File: config.mk
export PLATFORM = sky130hd
export DESIGN_NAME = zbt_av_arbiter_flat
export DESIGN_NICKNAME = d
export VERILOG_FILES = /design/src/rtl/zbt_av_arbiter_pkg.sv /design/src/rtl/zbt_av_arbiter_if.sv /design/src/rtl/zbt_read_tag_pipe.sv /design/src/rtl/zbt_av_arbiter.sv /design/src/flat_wrapper.sv
export SDC_FILE = /design/constraint.sdc
export NUM_CORES = 1
export LEC_CHECK = 0
export CAP_MARGIN = 0
export CORE_ASPECT_RATIO = 1.5
export CORE_MARGIN = 2
export CORE_UTILIZATION = 40
export DETAILED_ROUTE_END_ITERATION = 10
export PLACE_DENSITY = 0.94
export REMOVE_ABC_BUFFERS = 1
export SETUP_SLACK_MARGIN = 0.1
export SYNTH_ARGS = -nofsm -noshare
export SYNTH_HDL_FRONTEND = slang
export SYNTH_SLANG_ARGS = --single-unit
export TNS_END_PERCENT = 5
File: constraint.sdc
create_clock -name clock -period 5.1 [get_ports clock]
set_clock_uncertainty 0.05 [all_clocks]
set_input_delay 0.51 -clock clock [delete_from_list [all_inputs] [get_ports clock]]
set_output_delay 0.51 -clock clock [all_outputs]
set_load 0.01 [all_outputs]
File: src/rtl/zbt_av_arbiter_pkg.sv
// Shared types for the video/audio ZBT bank arbiter: FSM states, owner IDs and
// the read-return tag carried down the latency pipe.
package zbt_arb_pkg;

  typedef enum logic [1:0] {
    ARB_IDLE  = 2'd0,
    ARB_VIDEO = 2'd1,
    ARB_AUDIO = 2'd2
  } arb_state_t;

  typedef enum logic {
    OWN_VIDEO = 1'b0,
    OWN_AUDIO = 1'b1
  } owner_t;

  localparam int AUDIO_PREEMPT_ACCEPTS = 4;

  typedef struct packed {
    logic   valid;
    owner_t owner;
  } read_tag_t;

endpackage

File: src/rtl/zbt_av_arbiter_if.sv
// Bus bundle between the parser bitstream ports, the arbiter and the ZBT bank.
// The arbiter takes the slave view; the system/bench side takes the master view.
interface zbt_av_arbiter_if #(
  parameter int ADDR_W = 19,
  parameter int DATA_W = 32
);
  logic              Video_Req_I;
  logic              Video_Write_En_I;
  logic [ADDR_W-1:0] Video_Address_I;
  logic [DATA_W-1:0] Video_Write_Data_I;
  logic              Video_Grant_O;
  logic              Video_Read_Valid_O;
  logic [DATA_W-1:0] Video_Read_Data_O;

  logic              Audio_Req_I;
  logic              Audio_Write_En_I;
  logic [ADDR_W-1:0] Audio_Address_I;
  logic [DATA_W-1:0] Audio_Write_Data_I;
  logic              Audio_Grant_O;
  logic              Audio_Read_Valid_O;
  logic [DATA_W-1:0] Audio_Read_Data_O;

  logic              ZBT_Busy_I;
  logic [ADDR_W-1:0] ZBT_Address_O;
  logic [DATA_W-1:0] ZBT_Write_Data_O;
  logic              ZBT_Write_En_O;
  logic [DATA_W-1:0] ZBT_Read_Data_I;

  modport slave (
    input  Video_Req_I, Video_Write_En_I, Video_Address_I, Video_Write_Data_I,
    output Video_Grant_O, Video_Read_Valid_O, Video_Read_Data_O,
    input  Audio_Req_I, Audio_Write_En_I, Audio_Address_I, Audio_Write_Data_I,
    output Audio_Grant_O, Audio_Read_Valid_O, Audio_Read_Data_O,
    input  ZBT_Busy_I, ZBT_Read_Data_I,
    output ZBT_Address_O, ZBT_Write_Data_O, ZBT_Write_En_O
  );

  modport master (
    output Video_Req_I, Video_Write_En_I, Video_Address_I, Video_Write_Data_I,
    input  Video_Grant_O, Video_Read_Valid_O, Video_Read_Data_O,
    output Audio_Req_I, Audio_Write_En_I, Audio_Address_I, Audio_Write_Data_I,
    input  Audio_Grant_O, Audio_Read_Valid_O, Audio_Read_Data_O,
    output ZBT_Busy_I, ZBT_Read_Data_I,
    input  ZBT_Address_O, ZBT_Write_Data_O, ZBT_Write_En_O
  );
endinterface

File: src/rtl/zbt_read_tag_pipe.sv
// Fixed-depth shift register of {valid,owner} tags that tracks each accepted read
// until its data comes back from the bank.
module zbt_read_tag_pipe
  import zbt_arb_pkg::*;
#(
  parameter int DEPTH = 4
) (
  input  logic      clock,
  input  logic      resetn,
  input  read_tag_t push_tag,
  output read_tag_t pop_tag
);

  read_tag_t stage [DEPTH];

  // NOTE: the tag stages are plain flops, so they take the async reset; this is
  // what guarantees reads in flight at reset never produce a valid afterwards.
  always_ff @(posedge clock or negedge resetn) begin
    if (!resetn) begin
      for (int i = 0; i < DEPTH; i++) stage[i] <= '0;
    end else begin
      stage[0] <= push_tag;
      for (int i = 1; i < DEPTH; i++) stage[i] <= stage[i-1];
    end
  end

  assign pop_tag = stage[DEPTH-1];

endmodule

File: src/rtl/zbt_av_arbiter.sv
// Video/audio arbiter for one pipelined ZBT bank: bounded-burst grants, same-cycle
// issue, tagged read return. Optional ZBT_ARB_AUDIO_PRIORITY_EN gives audio priority.
module zbt_av_arbiter
  import zbt_arb_pkg::*;
#(
  parameter int ADDR_W       = 19,
  parameter int DATA_W       = 32,
  parameter int READ_LATENCY = 4,
  parameter int MAX_BURST    = 16
) (
  input logic               clock,
  input logic               resetn,
  zbt_av_arbiter_if.slave   bus
);

  localparam int CNT_W = $clog2(MAX_BURST + 1);
  typedef logic [CNT_W-1:0] cnt_t;

  arb_state_t        state_q, state_d;
  cnt_t              burst_cnt_q, burst_cnt_d;
  owner_t            rr_ptr_q, rr_ptr_d;
  logic [ADDR_W-1:0] last_addr_q;
  logic [DATA_W-1:0] last_wdata_q;

  logic              video_own, audio_own, own_req, other_req, accept;
  logic              own_we, burst_done, preempt_hit;
  logic [ADDR_W-1:0] own_addr;
  logic [DATA_W-1:0] own_wdata;
  arb_state_t        other_state, tie_state;
  read_tag_t         push_tag, pop_tag;
  logic              video_rvalid, audio_rvalid;

  assign video_own   = (state_q == ARB_VIDEO);
  assign audio_own   = (state_q == ARB_AUDIO);
  assign own_req     = (video_own & bus.Video_Req_I) | (audio_own & bus.Audio_Req_I);
  assign other_req   = (video_own & bus.Audio_Req_I) | (audio_own & bus.Video_Req_I);
  assign accept      = own_req & ~bus.ZBT_Busy_I;
  assign own_we      = audio_own ? bus.Audio_Write_En_I   : bus.Video_Write_En_I;
  assign own_addr    = audio_own ? bus.Audio_Address_I    : bus.Video_Address_I;
  assign own_wdata   = audio_own ? bus.Audio_Write_Data_I : bus.Video_Write_Data_I;
  assign other_state = audio_own ? ARB_VIDEO : ARB_AUDIO;

`ifdef ZBT_ARB_AUDIO_PRIORITY_EN
  // A waiting audio request cuts a video burst short after a few accepts.
  assign tie_state   = ARB_AUDIO;
  assign preempt_hit = video_own & bus.Audio_Req_I &
                       (burst_cnt_q >= cnt_t'(AUDIO_PREEMPT_ACCEPTS - 1));
`else
  assign tie_state   = (rr_ptr_q == OWN_AUDIO) ? ARB_AUDIO : ARB_VIDEO;
  assign preempt_hit = 1'b0;
`endif

  assign burst_done = (burst_cnt_q == cnt_t'(MAX_BURST - 1)) | preempt_hit;

  // NOTE: every output of this block is given its hold value first, so no path
  // through the case leaves a signal unassigned and no latch is inferred.
  always_comb begin
    state_d     = state_q;
    burst_cnt_d = burst_cnt_q;
    case (state_q)
      ARB_IDLE: begin
        burst_cnt_d = '0;
        if (bus.Video_Req_I && bus.Audio_Req_I) state_d = tie_state;
        else if (bus.Video_Req_I)               state_d = ARB_VIDEO;
        else if (bus.Audio_Req_I)               state_d = ARB_AUDIO;
      end
      default: begin
        if (!own_req) begin
          state_d     = other_req ? other_state : ARB_IDLE;
          burst_cnt_d = '0;
        end else if (accept) begin
          if (burst_done) begin
            burst_cnt_d = '0;
            if (other_req) state_d = other_state;
          end else begin
            burst_cnt_d = burst_cnt_q + cnt_t'(1);
          end
        end
      end
    endcase
    // The side just granted loses the next IDLE tie.
    rr_ptr_d = rr_ptr_q;
    if (state_d == ARB_VIDEO)      rr_ptr_d = OWN_AUDIO;
    else if (state_d == ARB_AUDIO) rr_ptr_d = OWN_VIDEO;
  end

  // NOTE: sequential state uses non-blocking assignments only, so every flop
  // samples pre-edge values regardless of statement order.
  always_ff @(posedge clock or negedge resetn) begin
    if (!resetn) begin
      state_q      <= ARB_IDLE;
      burst_cnt_q  <= '0;
      rr_ptr_q     <= OWN_VIDEO;
      last_addr_q  <= '0;
      last_wdata_q <= '0;
    end else begin
      state_q     <= state_d;
      burst_cnt_q <= burst_cnt_d;
      rr_ptr_q    <= rr_ptr_d;
      if (accept) begin
        last_addr_q  <= own_addr;
        last_wdata_q <= own_wdata;
      end
    end
  end

  // Bank side: live owner values on accept, otherwise hold the last issued ones.
  assign bus.ZBT_Write_En_O   = accept & own_we;
  assign bus.ZBT_Address_O    = accept ? own_addr  : last_addr_q;
  assign bus.ZBT_Write_Data_O = accept ? own_wdata : last_wdata_q;

  assign bus.Video_Grant_O = video_own;
  assign bus.Audio_Grant_O = audio_own;

  assign push_tag.valid = accept & ~own_we;
  assign push_tag.owner = audio_own ? OWN_AUDIO : OWN_VIDEO;

  zbt_read_tag_pipe #(
    .DEPTH (READ_LATENCY)
  ) u_tag_pipe (
    .clock    (clock),
    .resetn   (resetn),
    .push_tag (push_tag),
    .pop_tag  (pop_tag)
  );

  assign video_rvalid = pop_tag.valid & (pop_tag.owner == OWN_VIDEO);
  assign audio_rvalid = pop_tag.valid & (pop_tag.owner == OWN_AUDIO);

  assign bus.Video_Read_Valid_O = video_rvalid;
  assign bus.Audio_Read_Valid_O = audio_rvalid;
  assign bus.Video_Read_Data_O  = video_rvalid ? bus.ZBT_Read_Data_I : '0;
  assign bus.Audio_Read_Data_O  = audio_rvalid ? bus.ZBT_Read_Data_I : '0;

endmodule

File: src/flat_wrapper.sv
// flat-port wrapper written by rule: the top's interface ports become plain ports
module zbt_av_arbiter_flat import zbt_arb_pkg::*;
#(
  parameter int ADDR_W       = 19,
  parameter int DATA_W       = 32,
  parameter int READ_LATENCY = 4,
  parameter int MAX_BURST    = 16
)
  (clock, resetn, bus_Video_Req_I, bus_Video_Write_En_I, bus_Video_Address_I, bus_Video_Write_Data_I, bus_Video_Grant_O, bus_Video_Read_Valid_O, bus_Video_Read_Data_O, bus_Audio_Req_I, bus_Audio_Write_En_I, bus_Audio_Address_I, bus_Audio_Write_Data_I, bus_Audio_Grant_O, bus_Audio_Read_Valid_O, bus_Audio_Read_Data_O, bus_ZBT_Busy_I, bus_ZBT_Read_Data_I, bus_ZBT_Address_O, bus_ZBT_Write_Data_O, bus_ZBT_Write_En_O);
  zbt_av_arbiter_if #(.ADDR_W(ADDR_W), .DATA_W(DATA_W)) bus_i ();
  input logic clock;
  input logic resetn;
  input wire logic [$bits(bus_i.Video_Req_I)-1:0] bus_Video_Req_I;
  input wire logic [$bits(bus_i.Video_Write_En_I)-1:0] bus_Video_Write_En_I;
  input wire logic [$bits(bus_i.Video_Address_I)-1:0] bus_Video_Address_I;
  input wire logic [$bits(bus_i.Video_Write_Data_I)-1:0] bus_Video_Write_Data_I;
  output wire logic [$bits(bus_i.Video_Grant_O)-1:0] bus_Video_Grant_O;
  output wire logic [$bits(bus_i.Video_Read_Valid_O)-1:0] bus_Video_Read_Valid_O;
  output wire logic [$bits(bus_i.Video_Read_Data_O)-1:0] bus_Video_Read_Data_O;
  input wire logic [$bits(bus_i.Audio_Req_I)-1:0] bus_Audio_Req_I;
  input wire logic [$bits(bus_i.Audio_Write_En_I)-1:0] bus_Audio_Write_En_I;
  input wire logic [$bits(bus_i.Audio_Address_I)-1:0] bus_Audio_Address_I;
  input wire logic [$bits(bus_i.Audio_Write_Data_I)-1:0] bus_Audio_Write_Data_I;
  output wire logic [$bits(bus_i.Audio_Grant_O)-1:0] bus_Audio_Grant_O;
  output wire logic [$bits(bus_i.Audio_Read_Valid_O)-1:0] bus_Audio_Read_Valid_O;
  output wire logic [$bits(bus_i.Audio_Read_Data_O)-1:0] bus_Audio_Read_Data_O;
  input wire logic [$bits(bus_i.ZBT_Busy_I)-1:0] bus_ZBT_Busy_I;
  input wire logic [$bits(bus_i.ZBT_Read_Data_I)-1:0] bus_ZBT_Read_Data_I;
  output wire logic [$bits(bus_i.ZBT_Address_O)-1:0] bus_ZBT_Address_O;
  output wire logic [$bits(bus_i.ZBT_Write_Data_O)-1:0] bus_ZBT_Write_Data_O;
  output wire logic [$bits(bus_i.ZBT_Write_En_O)-1:0] bus_ZBT_Write_En_O;
  assign bus_i.Video_Req_I = bus_Video_Req_I;
  assign bus_i.Video_Write_En_I = bus_Video_Write_En_I;
  assign bus_i.Video_Address_I = bus_Video_Address_I;
  assign bus_i.Video_Write_Data_I = bus_Video_Write_Data_I;
  assign bus_Video_Grant_O = bus_i.Video_Grant_O;
  assign bus_Video_Read_Valid_O = bus_i.Video_Read_Valid_O;
  assign bus_Video_Read_Data_O = bus_i.Video_Read_Data_O;
  assign bus_i.Audio_Req_I = bus_Audio_Req_I;
  assign bus_i.Audio_Write_En_I = bus_Audio_Write_En_I;
  assign bus_i.Audio_Address_I = bus_Audio_Address_I;
  assign bus_i.Audio_Write_Data_I = bus_Audio_Write_Data_I;
  assign bus_Audio_Grant_O = bus_i.Audio_Grant_O;
  assign bus_Audio_Read_Valid_O = bus_i.Audio_Read_Valid_O;
  assign bus_Audio_Read_Data_O = bus_i.Audio_Read_Data_O;
  assign bus_i.ZBT_Busy_I = bus_ZBT_Busy_I;
  assign bus_i.ZBT_Read_Data_I = bus_ZBT_Read_Data_I;
  assign bus_ZBT_Address_O = bus_i.ZBT_Address_O;
  assign bus_ZBT_Write_Data_O = bus_i.ZBT_Write_Data_O;
  assign bus_ZBT_Write_En_O = bus_i.ZBT_Write_En_O;
  zbt_av_arbiter #(.ADDR_W(ADDR_W), .DATA_W(DATA_W), .READ_LATENCY(READ_LATENCY), .MAX_BURST(MAX_BURST)) u_core (.clock(clock), .resetn(resetn), .bus(bus_i));
endmodule
## After elaboration in Yosys (flattened, before gate mapping)

Index checks and enable logic that the tools add are counted.

- Register bits after elaboration: 67
- Bits of input ports: 141
- Output and inout bits: 120
- Word-level logic and storage cells: 62

- Add/sub/neg operators: 1
- Eq/ne operators: 6
- Multiplexer cells: 25
- Bitwise logic cells: 14
- Reduce and logical (&&, ||, !) cells: 3

Operators with widths:

| kind | number |
|---|---|
| $mux W32 | 4 |
| $mux W19 | 2 |
| $mux W2 | 11 |
| $mux W5 | 4 |
| $and A1 B1 Y1 | 9 |
| $add A5 B1 Y5 const B | 1 |
| $eq A5 B4 Y1 const B | 1 |
| $eq A2 B1 Y1 const B | 2 |
| $eq A2 B2 Y1 const B | 2 |
| $mux W1 | 4 |
| $ne A3 B3 Y1 const B | 1 |
| $not A1 Y1 | 3 |
| $logic_not A2 Y1 | 1 |
| $or A1 B1 Y1 | 2 |
| $reduce_bool A2 Y1 | 1 |
| $logic_and A1 B1 Y1 | 1 |

## Logic depth before layout (Yosys ltp)

Gate-level depths: netlist of run 1.

- Depth after elaboration: 11
- Mapped depth: 6
- Depth with buffers taken out: 6

## Hierarchy

A second synthesis of run 1 with hierarchy kept.

- Cells, all modules: 307
- Area total of the unflattened synthesis: 4134.0 sq um

By module, submodules not included:

| module | instances | cells an instance | area an instance (sq um) | sequential area each (sq um) |
|---|---|---|---|---|
| zbt_av_arbiter | 1 | 297 | 3918.8 | 1476.4 |
| zbt_read_tag_pipe | 1 | 10 | 215.2 | 200.2 |

## Worst setup path before layout of run 1

No wires, ideal clock.

- Path kind: input port to flip-flop
- From: input port bus_ZBT_Busy_I
- To: register u_core.rr_ptr_q
- Library setup time: 125 ps
- Arrival: 1929 ps
- Data required time: 4925 ps
- Slack: 2996 ps
- Stages on the path: 6
- Path buffers: 1
- Path through: buf_2 nor2b_1 a21oi_1 a211o_1 ha_1 mux2_2

- Cells in the longest elaborated chain, start to end: 7
- Elaborated cells between the ends (all ways): 9
- Classes of those cells: 2 x eq/ne; 4 x mux; 2 x bitwise; 1 x reduce/logical

Ends and longest elaborated chain:

| element | RTL line | text |
|---|---|---|
| start: declaration | flat_wrapper.sv:27 | `input wire logic [$bits(bus_i.ZBT_Busy_I)-1:0] bus_ZBT_Busy_I;` |
| $not A1 Y1 (*) | zbt_av_arbiter.sv:37 | `assign accept = own_req & ~bus.ZBT_Busy_I;` |
| $and A1 B1 Y1 (*) | zbt_av_arbiter.sv:37 |  |
| $mux W2 (*) | zbt_av_arbiter.sv:71 | `end else if (accept) begin` |
| $mux W2 (*) | zbt_av_arbiter.sv:68 | `if (!own_req) begin` |
| $mux W2 (*) | zbt_av_arbiter.sv:60 | `case (state_q)` |
| $eq A2 B1 Y1 / $eq A2 B2 Y1 (equally long branches) | zbt_av_arbiter.sv:83, zbt_av_arbiter.sv:84 |  |
| $mux W1 / $reduce_bool A2 Y1 (equally long branches) | - |  |
| end signal: assignment | zbt_av_arbiter.sv:99 | `rr_ptr_q <= rr_ptr_d;` |
| end: declaration | zbt_av_arbiter.sv:21 | `owner_t rr_ptr_q, rr_ptr_d;` |

Every way passes the cells marked *; elsewhere a longest branch is shown, timed or not.
A chain may end at the register's enable or synchronous reset.

==> key figures, run 1 <==
Job
  • Max Cap Violations: 0

Clocking
  • Max H-tree Level: 3
  • Root buffer cell: sky130_fd_sc_hd__clkbuf_16
  • Post-CTS Hold Buffers: 0
  • Clock slew seen by the registers of the worst setup and hold paths: 0.06 ns
  • Clk_lat worst skew: 0.33 ns
  • Max Root-Sink Buffers: 2
  • Count of cells resized by post-cts repair: 0
  • Clock tree from TritonCTS: done
  • Number of clock sinks: 67
  • Post-CTS Repair Setup Buffers: 0
  • Number of CTS-inserted buffers: 9

Pwr
  • Net Switching: 0.831 mW
  • Worst voltage drop across the vdd grid: 0.265 mV
  • Static leakage: 3.20 nW
  • Ratio of total power to cell area: 411 mW/mm2
  • Fraction of power spent switching nets: 28.7%
  • Relative contribution of combinational cells to total power: 47.8%
  • Part of the power in registers: 29.2%
  • Design internal power: 2.06 mW
  • Clock power frac: 23.0%

Setup path
  • Crit end category: output port
  • Worst-path fanout max: 53
  • Crit path DAT: 2.93 ns
  • Reg2Reg Launch Point: u_core.burst_cnt_q[0]$_DFFE_PN0P_
  • Cell with the most instances on the worst path: sky130_fd_sc_hd__mux2_2
  • CP required: 4.54 ns
  • Crit-path max cell delay: 0.87 ns
  • Crit Path Class: reg2out
  • Slowest-stage cell, CP: sky130_fd_sc_hd__nand2b_4
  • Crit start category: register
  • Cell Chain, Critical Path: nand2b_4 > mux2_2 > mux2_2 > clkdlybuf4s50_1

Global route
  • Wire length of the first global-routing pass: 20,300 um
  • Antenna violations before repair: 14
  • Overflow left after global routing: 0
  • Number of global-route vias before repair: 3,678
  • GRT Util Overall: 24.3%
  • Maximum number of pins on one net before global-route repair: 68

Routing
  • DR vias: 3,456
  • Remaining antenna violation count: 0
  • Average detailed-routed wire length per instance: 19.8 um
  • Number of DRC violations after detailed-routing iteration 0: 137
  • First-pass detailed-route iteration total: 4
  • Total length of routed wires: 13,600 um
  • Remaining design rule violation count: 0
  • Average via count per standard cell: 5.03

Finish
  • Layout Nets: 699
  • Fraction of layout instances using a drive strength above 1: 22.5%
  • Total of fill cells in the finished design: 717
  • Area growth from synthesis to final layout: 71.2%
  • Layout Utilization: 69.8%

Timing
  • Number of hold violations in the final report: 0
  • Endpoints failing setup: 0
  • RSZ-0062 raised after global routing: false
  • Max Clk Rate: 287 MHz
  • Final hold slack: 0.243 ns
  • Final-report max-slew violation count: 0
  • Final critical delay including setup and external delays: 3.49 ns
  • Worst max-slew margin expressed relative to the limit: 32.6%
  • Worst Max-Slew Pin Slew: 1.01 ns
  • Share of the clock period used by the worst path: 68.4%
  • Final setup TNS: 0 ns

Placement
  • Post-detailed-placement half-perimeter wirelength: 10,700 um
  • Port Buf Inserts: 260
  • Routability congestion estimate from global placement: 0.810

Run status
  • Run status: finished clean

Logic synthesis
  • Mapped cell area: 0.00411 mm2
  • Flip-flop cell with the highest count after synthesis: sky130_fd_sc_hd__dfrtp_1
  • Post-synthesis sequential area ratio: 40.8%
  • Cells after Synth: 305
  • Yosys cell types: 34
  • Seq cells post-synth: 67
  • EDFF count, synth: 0
  • Avg Synthesized Cell Area: 13.5 um2
  • Synth warn: 0
  • Fraction of synthesis flops using an asynchronous set or reset pin: 100%

Floorplan
  • Die W: 86.8 um
  • Initial core utilization: 40.8%
  • Core footprint: 0.0101 mm2
  • Placement Rows: 45
  • Count of boundary I/O pins: 261
  • Die extent in y: 128 um
  • Die outline area: 0.0111 mm2

Hold path
  • Hold Path Class: in2async
[synthesized netlist by cell type (2+ instances only)]
library cell,instances,area share [%]
sky130_fd_sc_hd__and2_1,35,5.3
sky130_fd_sc_hd__nor2b_1,3,0.46
sky130_fd_sc_hd__nand2_1,8,0.73
sky130_fd_sc_hd__buf_8,5,1.8
sky130_fd_sc_hd__dfrtp_1,67,41
sky130_fd_sc_hd__mux2_4,96,35
sky130_fd_sc_hd__clkbuf_1,10,0.91
sky130_fd_sc_hd__nand3_1,3,0.37
sky130_fd_sc_hd__buf_6,6,1.6
sky130_fd_sc_hd__ha_1,2,0.61
sky130_fd_sc_hd__and3_1,32,4.9
sky130_fd_sc_hd__nor3_1,4,0.49
sky130_fd_sc_hd__nand3b_1,2,0.37
sky130_fd_sc_hd__inv_1,2,0.18
sky130_fd_sc_hd__a21oi_1,4,0.49
sky130_fd_sc_hd__mux2_2,7,1.9
sky130_fd_sc_hd__nor2_1,2,0.18
[cells by family after synthesis]
family | count (synthesis) | share of synthesized area, %
fa+ha+maj | 2 | 0.609
simple gates | 96 | 14.5
mux | 104 | 37.2
compound gates | 10 | 1.86
buf+inv | 25 | 4.81
flops | 67 | 40.8
xor+xnor | 1 | 0.213
[worst max-delay path: cells and delay by family (launching register included)]
| kind | cells | cell delay (ns) |
|---|---|---|
| DFF | 1 | 0.50 |
| and+or+nand+nor | 1 | 0.87 |
| buffers and inverters | 1 | 0.51 |
| muxes | 2 | 0.70 |
[power by group through the flow]
stage	Combinational (mW)	Clock [mW]	Sequential [mW]
global placement	1.35	0	0.836
floorplan	0.727	0	0.813
detailed placement	1.38	0	0.848
finish	1.38	0.665	0.844
CTS	1.40	0.679	0.843
global route	1.46	0.704	0.865
[through the flow]
| step | power [mW] | setup slack [ns] | instances | instance area [um2] |
|---|---|---|---|---|
| global placement | 2.19 | 1.78 | 662 | 6700 |
| detailed placement | 2.23 | 1.73 | 662 | 6700 |
| finish | 2.89 | 1.61 | 687 | 7040 |
| CTS | 2.92 | 1.60 | 678 | 7020 |
| floorplan | 1.54 | 1.30 | 282 | 3920 |
| global route | 3.03 | 1.49 | 679 | 7020 |
[path summary, 6_finish.rpt]
kind                                                           to  slack [ns]  depth (start not counted)
max in group asynchronous  u_core.u_tag_pipe.pop_tag[1]$_DFF_PN0_        4.18                          1
hold / removal                        u_core.rr_ptr_q$_DFFE_PN0P_        0.24                          1
setup / recovery                            bus_ZBT_Address_O[18]        1.61                          4
setup reg to reg                      u_core.rr_ptr_q$_DFFE_PN0P_        2.77                          6
min in group clock         u_core.u_tag_pipe.pop_tag[1]$_DFF_PN0_        0.30                          0
hold reg to reg            u_core.u_tag_pipe.pop_tag[1]$_DFF_PN0_        0.30                          0
[registers in the layout, indices dropped and copies added, names as in the netlist, named ones only]
name	flops
u_core.burst_cnt_q	5
u_core.last_addr_q	19
u_core.last_wdata_q	32
u_core.rr_ptr_q	1
u_core.state_q	1
u_core.u_tag_pipe.pop_tag	2
u_core.u_tag_pipe.stage	6
[cells in the final DEF (no fill, tap or decap), types with 2 or more instances in the layout]
cell type                         count
sky130_fd_sc_hd__nor2b_1              3
sky130_fd_sc_hd__nor2_1               2
sky130_fd_sc_hd__a21oi_1              4
sky130_fd_sc_hd__nand3b_1             2
sky130_fd_sc_hd__mux2_2               7
sky130_fd_sc_hd__ha_1                 2
sky130_fd_sc_hd__bufinv_16            2
sky130_fd_sc_hd__inv_1                2
sky130_fd_sc_hd__nand2_1              8
sky130_fd_sc_hd__dfrtp_1             67
sky130_fd_sc_hd__and3_1              32
sky130_fd_sc_hd__clkbuf_16            9
sky130_fd_sc_hd__mux2_4              96
sky130_fd_sc_hd__diode_2              9
sky130_fd_sc_hd__buf_4                4
sky130_fd_sc_hd__nand3_1              3
sky130_fd_sc_hd__and2_1              35
sky130_fd_sc_hd__clkinv_4             2
sky130_fd_sc_hd__clkdlybuf4s50_1    259
sky130_fd_sc_hd__nor3_1               4
[layer usage]
| layer | up-vias | global-route usage (%) | share of wire, % | wire length [um] |
|---|---|---|---|---|
| met5 | - | 0 | 0.46 | 63 |
| met2 | 184 | 43.1 | 52 | 7080 |
| met4 | 10 | 10.0 | 3.1 | 421 |
| met1 | 1637 | 23.5 | 33 | 4470 |
| li1 | 1587 | - | - | - |
| met3 | 38 | 12.3 | 12 | 1570 |
[final cells by class]
type	count	area, um2	area share [%]
Tap cell	117	146	2.08
Multi-Input combinational cell	213	2240	31.9
Sequential cell	67	1680	23.8
Timing Repair Buffer	263	2620	37.3
Inverter	2	7.51	0.107
Clock buffer	10	229	3.25
Clock inverter	6	90.1	1.28
Antenna cell	9	22.5	0.320
(Power assumes the default switching activity.)
==> run 2: changes to the inputs <==
CORE_UTILIZATION = 34   (was 40)
PLACE_DENSITY = 0.86   (was 0.94)
clock period = 3.08 ns   (was 5.1 ns; I/O delays follow)
==> key figures, run 2 (synthesis results as in run 1) <==
Clocking
  • Clock slew seen by the registers of the worst setup and hold paths: 0.05 ns (about the same)
  • Clock tree from TritonCTS: done
  • Number of CTS-inserted buffers: 9 (unchanged)
  • Post-CTS Repair Setup Buffers: 0 (unchanged)
  • Root buffer cell: sky130_fd_sc_hd__clkbuf_16
  • Max Root-Sink Buffers: 2 (unchanged)
  • Max H-tree Level: 3 (unchanged)
  • Number of clock sinks: 67 (unchanged)
  • Clk_lat worst skew: 0.32 ns (about the same)

Floorplan
  • Die W: 93.8 um (+8.1%)
  • Die outline area: 0.0130 mm2 (+17%)
  • Core footprint: 0.0119 mm2 (+18%)
  • Placement Rows: 49 (+8.9%)
  • Die extent in y: 139 um (+8.2%)
  • Count of boundary I/O pins: 261 (unchanged)
  • Initial core utilization: 34.6% (-6.2 points)

Finish
  • Area growth from synthesis to final layout: 73.5%
  • Most frequent cells in the layout: sky130_fd_sc_hd__clkdlybuf4s50_1, sky130_fd_sc_hd__mux2_4, sky130_fd_sc_hd__dfrtp_1, sky130_fd_sc_hd__and2_1, sky130_fd_sc_hd__and3_1
  • Sequential cell area: 0.00168 mm2 (unchanged)
  • Top register by number of flip-flops: u_core.last_wdata_q
  • Max FFs per register: 32 (unchanged)
  • Layout Nets: 704 (+0.72%)
  • Largest registers ranked by flip-flop count: u_core.last_wdata_q: 32 flops, u_core.last_addr_q: 19 flops, u_core.u_tag_pipe.stage: 6 flops
  • Leading cell type in the layout, fill and taps excluded: sky130_fd_sc_hd__clkdlybuf4s50_1
  • Final cell count without fillers: 726 (+5.7%)
  • Fraction of layout instances using a drive strength above 1: 23.0% (+0.59 points)
  • Layout Utilization: 59.9% (-9.9 points)
  • Total of fill cells in the finished design: 942 (+31%)
  • Area of the multi-input gates: 0.00224 mm2 (unchanged)

Timing
  • Number of hold violations in the final report: 0 (unchanged)
  • Max Clk Rate: 344 MHz
  • Worst max-slew margin expressed relative to the limit: 42.5% (+10 points)
  • Final critical delay including setup and external delays: 2.90 ns
  • Final-report max-slew violation count: 0 (unchanged)
  • Worst Max-Slew Pin Slew: 0.862 ns (-0.149 ns)
  • Endpoints failing setup: 0 (unchanged)
  • RSZ-0062 raised after global routing: false
  • Share of the clock period used by the worst path: 94.3%

Global route
  • Wire length of the first global-routing pass: 20,400 um (+0.71%)
  • GRT Util Overall: 20.8% (-3.6 points)
  • Overflow left after global routing: 0 (unchanged)
  • Antenna violations before repair: 11 (-3)
  • Number of global-route vias before repair: 3,692 (+0.38%)
  • Maximum number of pins on one net before global-route repair: 68 (unchanged)

Setup path
  • Worst-path fanout max: 24 (-55%)
  • Reg2Reg Launch Point: u_core.burst_cnt_q[0]$_DFFE_PN0P_
  • CP required: 2.72 ns (-1.82 ns)
  • Crit Path Class: reg2out
  • Crit start category: register
  • Crit end category: output port
  • Cell depth of the worst flop-to-flop path: 6 (unchanged)
  • Endpoint of the most critical register-to-register path: u_core.rr_ptr_q$_DFFE_PN0P_
  • Setup slack on the worst flop-to-flop path: 0.91 ns (-1.86 ns)
  • Crit path DAT: 2.55 ns (-0.38 ns)

Routing
  • DR vias: 3,478 (+0.64%)
  • Total length of routed wires: 13,700 um (+0.85%)
  • Remaining design rule violation count: 0 (unchanged)
  • Average via count per standard cell: 4.79 (-4.8%)
  • First-pass detailed-route iteration total: 4 (unchanged)
  • Remaining antenna violation count: 0 (unchanged)
  • Number of DRC violations after detailed-routing iteration 0: 113 (-18%)
  • Average detailed-routed wire length per instance: 18.9 um (-4.6%)

Job
  • Max Cap Violations: 0 (unchanged)

Pwr
  • Ratio of total power to cell area: 665 mW/mm2 (+62%)
  • Static leakage: 3.23 nW (+0.99%)
  • Worst voltage drop across the vdd grid: 0.422 mV (+59%)

Placement
  • Total placed cells including tap cells: 703 (+6.2%)
  • Port Buf Inserts: 260 (unchanged)
  • Post-detailed-placement half-perimeter wirelength: 11,000 um (+2.9%)
  • Routability congestion estimate from global placement: 0.789 (-2.6%)

Run status
  • Run status: finished clean

Hold path
  • Hold Path Class: in2async
## run 2: final cells by class
cell class,instances,share of cell area (%)
clock inverter,2,0.491
clock buffer,12,3.74
multi-input combinational,213,31.5
antenna,9,0.316
inverter,2,0.105
timing repair buffer,268,37.7
sequential,67,23.5
tap,153,2.69
## run 2: timing repair
action	4_1_cts	5_1_grt
resized for setup	1	0
endpoints found under the setup margin	4	0
hold buffers	0	0
## run 2: worst max-delay path by stage
stage	start	endpoint	depth (start not counted)
finish	register	bus_ZBT_Address_O[18]	5
global route	register	bus_ZBT_Address_O[18]	5
CTS	register	bus_ZBT_Address_O[0]	5
detailed placement	bus_Video_Req_I	bus_ZBT_Address_O[18]	6
global placement	bus_Video_Req_I	bus_ZBT_Address_O[0]	6
floorplan	register	bus_ZBT_Address_O[0]	3
## run 2: worst max-delay path, stage by stage, from the launching register on
cell and delay (ns):
sky130_fd_sc_hd__dfrtp_1 0.54, sky130_fd_sc_hd__nand2b_4 0.22, sky130_fd_sc_hd__buf_6 0.30, sky130_fd_sc_hd__mux2_2 0.37
sky130_fd_sc_hd__mux2_2 0.28, sky130_fd_sc_hd__clkdlybuf4s50_1 0.50
## run 2: report_power, final
group	leakage, nW	total, mW	switching [mW]	internal, mW
Sequential	0.821	1.38	0.137	1.24
Clock	0.151	1.02	0.342	0.681
Combinational	2.26	2.33	0.859	1.47
Total	3.23	4.74	1.34	3.40
## run 2: stage by stage
stage          worst slack [ns]  TNS, ns  hold WS, ns  power [mW]  area (um2)
5_1_grt                   0.115        0        0.188        4.96        7110
3_3_place_gp              0.360        0        0.284        3.65        6800
2_1_floorplan            -0.516   -32.37      -0.0376        2.55        3920
6_report                  0.176        0        0.104        4.74        7130
3_5_place_dp              0.294        0        0.285        3.72        6800
4_1_cts                   0.183        0        0.153        4.79        7110
## run 2: layer usage
metal	vias up	wire (um)	GRT usage [%]
li1	1599	-	-
met1	1660	4730	21.1
met2	188	7020	36.6
met3	27	1630	10.3
met4	4	326	6.56
met5	-	26	0
